`config.mk`:
```
export PLATFORM = sky130hd
export DESIGN_NAME = pulse_train_gen
export DESIGN_NICKNAME = d
export VERILOG_FILES = /design/src/rtl/pulse_train_gen.sv
export SDC_FILE = /design/constraint.sdc
export NUM_CORES = 1
export LEC_CHECK = 0
export ABC_AREA = 1
export BUFFER_PORTS_ARGS = -buffer_cell sky130_fd_sc_hd__buf_2
export CAP_MARGIN = 15
export CORE_MARGIN = 2
export CORE_UTILIZATION = 54
export CTS_BUF_LIST = sky130_fd_sc_hd__clkbuf_4
export DETAILED_ROUTE_END_ITERATION = 10
export PLACE_DENSITY = 0.78
export SLEW_MARGIN = 20
export SYNTH_ARGS = -nofsm -noshare
export SYNTH_HDL_FRONTEND = slang
export SYNTH_SLANG_ARGS = --single-unit
```
`constraint.sdc`:
```
create_clock -name clk_i -period 1.45 [get_ports clk_i]
set_input_delay 0.0725 -clock clk_i [delete_from_list [all_inputs] [get_ports clk_i]]
set_output_delay 0.0725 -clock clk_i [all_outputs]
set_load 0.05 [all_outputs]
```
`src/rtl/pulse_train_gen.sv`:
```
// Turns single-cycle request strobes into fixed-width pulses separated by a minimum gap,
// queuing overlapping requests. Optional pulse counter: define PULSE_TRAIN_GEN_CNT_EN.
module pulse_train_gen #(
  parameter int HIGH_W = 4,
  parameter int LOW_W  = 2,
  parameter int PEND_W = 4
) (
  input  logic              clk_i,
  input  logic              rstn_i,
  input  logic              trig_i,
  input  logic              clr_i,
  output logic              pulse_o,
  output logic              busy_o,
  output logic [PEND_W-1:0] pend_o,
  output logic              ovf_o,
`ifdef PULSE_TRAIN_GEN_CNT_EN
  output logic [15:0]       pulse_cnt_o,
`endif
  output logic [1:0]        state_o
);

  if (HIGH_W < 1 || HIGH_W > 255) begin : g_bad_high_w
    $fatal(1, "pulse_train_gen: HIGH_W must be in 1..255");
  end
  if (LOW_W < 1 || LOW_W > 255) begin : g_bad_low_w
    $fatal(1, "pulse_train_gen: LOW_W must be in 1..255");
  end

  typedef enum logic [1:0] {
    S_IDLE = 2'd0,
    S_HIGH = 2'd1,
    S_GAP  = 2'd2
  } state_t;

  localparam logic [7:0]        HIGH_RELOAD = 8'(HIGH_W - 1);
  localparam logic [7:0]        LOW_RELOAD  = 8'(LOW_W - 1);
  localparam logic [PEND_W-1:0] PEND_MAX    = '1;

  state_t            state_q, state_n;
  logic [7:0]        phase_q, phase_n;
  logic [PEND_W-1:0] pend_q, pend_n;
  logic              ovf_q, ovf_n;
  logic              pulse_q, busy_q;
  logic              start, direct, from_q, enq, drop;

  // trig_i has no backpressure: every sampled-high cycle is a request that is either
  // started directly, queued, or dropped (and flagged) when the queue is full.
  always_comb begin
    state_n = state_q;
    phase_n = phase_q;
    start   = 1'b0;
    direct  = 1'b0;
    from_q  = 1'b0;
    case (state_q)
      S_IDLE: begin
        if (trig_i) begin
          state_n = S_HIGH;
          phase_n = HIGH_RELOAD;
          start   = 1'b1;
          direct  = 1'b1;
        end
      end
      S_HIGH: begin
        if (phase_q == 8'd0) begin
          state_n = S_GAP;
          phase_n = LOW_RELOAD;
        end else begin
          phase_n = phase_q - 8'd1;
        end
      end
      S_GAP: begin
        if (phase_q == 8'd0) begin
          // Queued requests take precedence; a same-cycle trig is then enqueued instead.
          if (pend_q != '0) begin
            state_n = S_HIGH;
            phase_n = HIGH_RELOAD;
            start   = 1'b1;
            from_q  = 1'b1;
          end else if (trig_i) begin
            state_n = S_HIGH;
            phase_n = HIGH_RELOAD;
            start   = 1'b1;
            direct  = 1'b1;
          end else begin
            state_n = S_IDLE;
            phase_n = 8'd0;
          end
        end else begin
          phase_n = phase_q - 8'd1;
        end
      end
      default: begin
        state_n = S_IDLE;
        phase_n = 8'd0;
      end
    endcase
  end

  always_comb begin
    enq    = trig_i && !direct;
    drop   = enq && !from_q && (pend_q == PEND_MAX);
    pend_n = pend_q;
    if (enq && !from_q && !drop) begin
      pend_n = pend_q + 1'b1;
    end else if (from_q && !enq) begin
      pend_n = pend_q - 1'b1;
    end
    if (drop) begin
      ovf_n = 1'b1;
    end else if (clr_i) begin
      ovf_n = 1'b0;
    end else begin
      ovf_n = ovf_q;
    end
  end

  always_ff @(posedge clk_i or negedge rstn_i) begin
    if (!rstn_i) begin
      state_q <= S_IDLE;
      phase_q <= 8'd0;
      pend_q  <= '0;
      ovf_q   <= 1'b0;
      pulse_q <= 1'b0;
      busy_q  <= 1'b0;
    end else begin
      state_q <= state_n;
      phase_q <= phase_n;
      pend_q  <= pend_n;
      ovf_q   <= ovf_n;
      pulse_q <= (state_n == S_HIGH);
      busy_q  <= (state_n != S_IDLE) || (pend_n != '0);
    end
  end

`ifdef PULSE_TRAIN_GEN_CNT_EN
  logic [15:0] cnt_q;

  // A start in the same cycle as clr_i counts as the first pulse after the clear.
  always_ff @(posedge clk_i or negedge rstn_i) begin
    if (!rstn_i) begin
      cnt_q <= 16'd0;
    end else if (clr_i) begin
      cnt_q <= start ? 16'd1 : 16'd0;
    end else if (start) begin
      cnt_q <= cnt_q + 16'd1;
    end
  end

  assign pulse_cnt_o = cnt_q;
`endif

  assign pulse_o = pulse_q;
  assign busy_o  = busy_q;
  assign pend_o  = pend_q;
  assign ovf_o   = ovf_q;
  assign state_o = state_q;

endmodule

```
## Yosys cells after proc, flatten, opt, wreduce, memory -nomap -nowiden

Cells that the tools add are included.
W data, S select, Z words.

- Register bits after elaboration: 17
- Bits of input ports: 4
- Output and inout bits: 9
- Logic and storage cells: 53

- Add/sub/neg operators: 3
- Equality and inequality tests: 5
- Multiplexer cells: 23
- Reduce and logical (&&, ||, !) cells: 16

Operators with widths:

| cell | count |
|---|---|
| $mux W8 | 3 |
| $pmux W8 S3 | 1 |
| $mux W1 | 10 |
| $mux W2 | 5 |
| $logic_not A8 Y1 | 1 |
| $mux W4 | 2 |
| $reduce_bool A4 Y1 | 2 |
| $sub A8 B1 Y8 const B | 1 |
| $pmux W2 S3 | 1 |
| $logic_and A1 B1 Y1 | 5 |
| $add A4 B1 Y4 const B | 1 |
| $eq A2 B1 Y1 const B | 2 |
| $eq A4 B4 Y1 const B | 1 |
| $logic_not A1 Y1 | 4 |
| $reduce_bool A2 Y1 | 2 |
| $sub A4 B1 Y4 const B | 1 |
| $eq A2 B2 Y1 const B | 1 |
| $logic_not A2 Y1 | 1 |
| $ne A2 B2 Y1 const B | 1 |
| $pmux W1 S2 | 1 |
| $logic_or A1 B1 Y1 | 1 |

## Depth between registers and ports, before layout

- Depth after elaboration: 13
- Mapped depth: 12
- Mapped depth without buffers: 12

## Worst setup path before layout

No wires, ideal clock.

- Kind: reg-to-reg
- Start point: reg pend_q[0], in the netlist pend_o[0]
- End point: reg busy_q, in the netlist busy_o
- Setup time: 0.119 ns
- Data arrival time: 1.758 ns
- Required time: 1.331 ns
- Slack: -0.426 ns
- Cell stages (with the launch flop): 13
- Buffers on the path: 0
- Clock period less this slack: 1.876 ns
- Path through: dfrtp_1 -> inv_1 -> ha_1 -> nand3_1 -> inv_2 -> nor2_4 -> nand3_2 -> nand2_1 -> nand3_1 -> nand2_1 -> nand2_1 -> nor2_1 -> nand2_1

- Cells in the longest elaborated chain, start to end: 13
- Elaborated cells between the ends (all ways): 27
- Those cells by class: add/sub (2); eq/ne (1); mux (11); reduce/logical (13)

RTL lines:

| element | line | source |
|---|---|---|
| start: declaration | 41 | `logic [PEND_W-1:0] pend_q, pend_n;` |
| start signal: assignment | 128 | `pend_q <= pend_n;` |
| $reduce_bool A4 Y1 | 74 | `if (pend_q != '0) begin` |
| $mux W1 | 74 |  |
| $mux W1 | 72 | `if (phase_q == 8'd0) begin` |
| $pmux W1 S2 | 54 | `case (state_q)` |
| $logic_not A1 Y1 | 100 | `enq = trig_i && !direct;` |
| $logic_and A1 B1 Y1 | 100 |  |
| $logic_and A1 B1 Y1 | 101, 103 |  |
| $logic_and A1 B1 Y1 | 101 | `drop = enq && !from_q && (pend_q == PEND_MAX);` |
| $logic_not A1 Y1 | 103 | `if (enq && !from_q && !drop) begin` |
| $logic_and A1 B1 Y1 | 103 |  |
| $mux W4 | 103 |  |
| $reduce_bool A4 Y1 | 131 | `busy_q <= (state_n != S_IDLE) \|\| (pend_n != '0);` |
| $logic_or A1 B1 Y1 * | 131 |  |
| end signal: assignment | 131 |  |
| end: declaration | 43 | `logic pulse_q, busy_q;` |

Mark *: on every way between the ends. The rest lies on a longest branch, timed or not.
A chain may end at the register's enable or synchronous reset.

## Worst setup path after layout

- Start point: reg phase_q[1]
- End point: reg busy_q, in the netlist busy_o

- Cells in the longest elaborated chain, start to end: 12
- Elaborated cells between the ends (all ways): 22
- Those cells by class: mux (9); reduce/logical (13)

RTL lines:

| element | line | source |
|---|---|---|
| start: declaration | 40 | `logic [7:0] phase_q, phase_n;` |
| start signal: assignment | 127 | `phase_q <= phase_n;` |
| $logic_not A8 Y1 * | 72 |  |
| $mux W1 | 72 |  |
| $pmux W1 S2 | 54 |  |
| $logic_not A1 Y1 | 100 |  |
| $logic_and A1 B1 Y1 | 100 |  |
| $logic_and A1 B1 Y1 | 101, 103 |  |
| $logic_and A1 B1 Y1 | 101 |  |
| $logic_not A1 Y1 | 103 |  |
| $logic_and A1 B1 Y1 | 103 |  |
| $mux W4 * | 103 |  |
| via pend_n[3] | 41 |  |
| $reduce_bool A4 Y1 * | 131 |  |
| $logic_or A1 B1 Y1 * | 131 |  |

The timed path passes the listed nets; every way through them passes the cells marked *.

==> results.yml <==
clock_network:
  clkTransAtPathRegs_ps: 100
  cts.path.max_buffers: 2
  clock_tree.htree_level_count: 1
  numCtsBuffers: 3
  ctsRootBufferMaster: "sky130_fd_sc_hd__clkbuf_4"
  tritoncts_num_sinks: 17
  cts_tree: "done"
  clk-insertion-delay-late_ps: 300
place:
  place_worst_setup_slack_ps: -258
  gp_routability_congestion: 0.811
  place_inst: 206
  buffer_ports.inserted: 12
  place_hpwl_mm: 1.98
yosys:
  yosys.cell_types.count: 24
  synth_top_area_cell: "sky130_fd_sc_hd__dfrtp_1"
  yosysSeqAreaShare_pct: 37.9
  synthesis.instances: 139
  synth_seq_cells: 17
  synth.top_cell.area_share_pct: 37.9
  synthesis.nets: 146
  postSynthAreaPerCell_sq_um: 8.07
  synth_area_leaders: "sky130_fd_sc_hd__dfrtp_1, sky130_fd_sc_hd__nand2_1, sky130_fd_sc_hd__inv_1, sky130_fd_sc_hd__xor2_1, sky130_fd_sc_hd__nand3_1"
  ys_warn_count: 0
  syn_area_sq_mm: 0.00112
final_layout:
  final_core_utilization_pct: 91.9
  layout-area-overhead-vs-synth_pct: 60.6
  final-instance-count-excl-fill: 226
  fillerInstances: 77
  antenna_cells: 0
  final_layout_size_suffix_gt1_share_pct: 58.3
  final_nets: 207
global_route:
  grt_max_degree: 18
  grt_antenna_before_repair: 0
  grt_remaining_overflow: 0
  grt_util_all_layers_pct: 26.7
  grt_first_pass_wirelength_mm: 5.02
  first_global_vias: 1197
routing:
  detail_route.first_pass.iterations: 4
  route.detailed.vias_per_inst: 5.72
  vias: 1292
  detail_route.drc_violations: 0
  drtAntennaViolNets: 0
  route.detailed.wl_per_inst_um: 19.1
  totalWireLength_mm: 4.31
  drt_iter0_drc: 35
power:
  p_sw_share_pct: 45.2
  vdd.ir_drop.worst_mv: 1.14
  p_per_area_mw_per_mm2: 1130
  pwr-share-clk_pct: 14.0
  p_leak_nw: 0.894
  power.switching_w: 0.000924
  seq_power_share_pct: 29.8
  power.share.combinational_pct: 56.2
  cellInternalPower_w: 0.00112
sta:
  min_period_over_period_pct: 121
  hold_violations_final: 0
  worst_pin_slew_ps: 406
  final_critical_path_setup_slack_ps: -309
  maxSlewHeadroom_pct: 72.9
  rsz0062_at_grt: "yes"
  fmax_mhz: 568
  fin_crit_ps: 1760
  timing.final.setup_violations: 10
  finalMaxSlewViolations: 0
  skew_ps: 4.03
hold_path:
  min_from: "trig_i"
  hold_class: "input port to flop"
floorplan:
  fp.dieArea_sq_mm: 0.00246
  floorplan.initialDensity_pct: 57.2
  die_height_um: 49.6
  placementRows: 16
  floorplan.io_pins: 13
  coreArea_sq_mm: 0.00196
  die_w_um: 49.6
worst_setup_path:
  path_max_fanout: 5
  timing.critical_path.from_type: "flop"
  worst-endpoint-arrival_ps: 1950
  worstSetupStartpoint: "phase_q[1]"
  timing.setup.critical_path_class: "flop to flop"
  required_ps: 1650
  worst_setup_path_end_kind: "flop"
  regToRegStartpoint: "phase_q[1]"
outcome:
  violated_checks: "negative setup slack"
  outcome: "finished with violations"
job:
  maxCapViolCount: 0
-- per-layer routing --
layer,share of wire (%),GRT usage (%),routed length (um)
met1,38,27.2,1640
met2,52,55.1,2240
met3,5.4,2.73,232
met4,4.4,8.33,191
met5,0,0,0
-- synth_stat cells, drive strengths merged --
master  count
nor2       17
a31oi       1
inv        25
nand4       3
nand3      16
o21ai       6
ha          3
xor2        8
nor3        1
o211ai      1
nand2      32
xnor2       1
a21oi       1
dfrtp      17
o22ai       7
-- cells in the final DEF, fill, tap and decap left out, drive strengths merged, types with 2 or more instances in the layout --
master / n
clkbuf: 4
nand4: 3
dlygate4sd3: 2
xor2: 8
ha: 3
dfrtp: 17
inv: 25
buf: 54
nor2: 17
nand2: 32
nand3: 16
o21ai: 6
o22ai: 7
-- power by group through the flow --
stage / combinational, W / sequential, W / clock, W
after global routing: 0.00119 / 0.000614 / 0.000306
after floorplan: 0.000342 / 0.000793 / 0
after detailed placement: 0.000849 / 0.000607 / 0
after CTS: 0.000951 / 0.000594 / 0.000274
after global placement: 0.000820 / 0.000604 / 0
final: 0.00115 / 0.000608 / 0.000286
-- registers in the layout (all words and copies together) (netlist names) --
signal / flops
busy_o: 1
state_o: 2
pend_o: 4
phase_q: 8
ovf_o: 1
pulse_o: 1
-- final cells by class --
class                   count  area (sq um)  share of cell area [%]
well taps                  27          33.8                    1.87
inverters                  25          96.3                    5.34
clock buffers               4          30.0                    1.67
repair buffers             56           438                    24.3
multi-input cells          97           772                    42.8
flip-flops and latches     17           433                    24.0
-- critical path, cell delays in order, from the launching register on --
cell and delay (ps):
sky130_fd_sc_hd__dfrtp_1 420, sky130_fd_sc_hd__inv_2 90, sky130_fd_sc_hd__ha_4 160, sky130_fd_sc_hd__nand2_4 70, sky130_fd_sc_hd__nor2_8 170, sky130_fd_sc_hd__nand4_1 180
sky130_fd_sc_hd__nand2_1 140, sky130_fd_sc_hd__o21ai_1 80, sky130_fd_sc_hd__nand2_1 80, sky130_fd_sc_hd__nand2_1 80, sky130_fd_sc_hd__nor2_1 120, sky130_fd_sc_hd__nand2_1 60
-- cells by family after synthesis --
group	after synthesis	share of synthesized area [%]
AND/OR/NAND/NOR	69	34.8
buffers and inverters	25	8.36
flip-flops	17	37.9
AO/OA/AOI/OAI	16	8.58
XOR/XNOR	9	7.02
adder cells (fa/ha/maj)	3	3.34
-- final timing paths --
check	end	slack [ps]	cells after the start
worst min register to register	ovf_o	580	2
worst max register to register	busy_o	-310	11
worst max-delay path	busy_o	-310	11
min in group asynchronous	phase_q[3]	230	2
max in group asynchronous	pend_o[3]	900	2
worst min-delay path	phase_q[0]	150	3
-- through the flow --
stage / hold slack [ps] / total power, W / instance area [sq um] / TNS, ps
6_report: 145 / 0.00204 / 1800 / -1030
5_1_grt: 141 / 0.00211 / 1800 / -1540
4_1_cts: 113 / 0.00182 / 1630 / -226
3_5_place_dp: 21.2 / 0.00146 / 1460 / -806
3_3_place_gp: 11.8 / 0.00142 / 1460 / -393
2_1_floorplan: -223 / 0.00113 / 1150 / -208
-- timing repair --
item,4_1_cts,5_1_grt
hold endpoints to repair,18,0
endpoints found under the setup margin,15,10
hold buffers,2,0
pin swaps,6,21
buffers inserted,6,10
resized for setup,16,30
No activity file was read; power rests on OpenSTA's default activity.
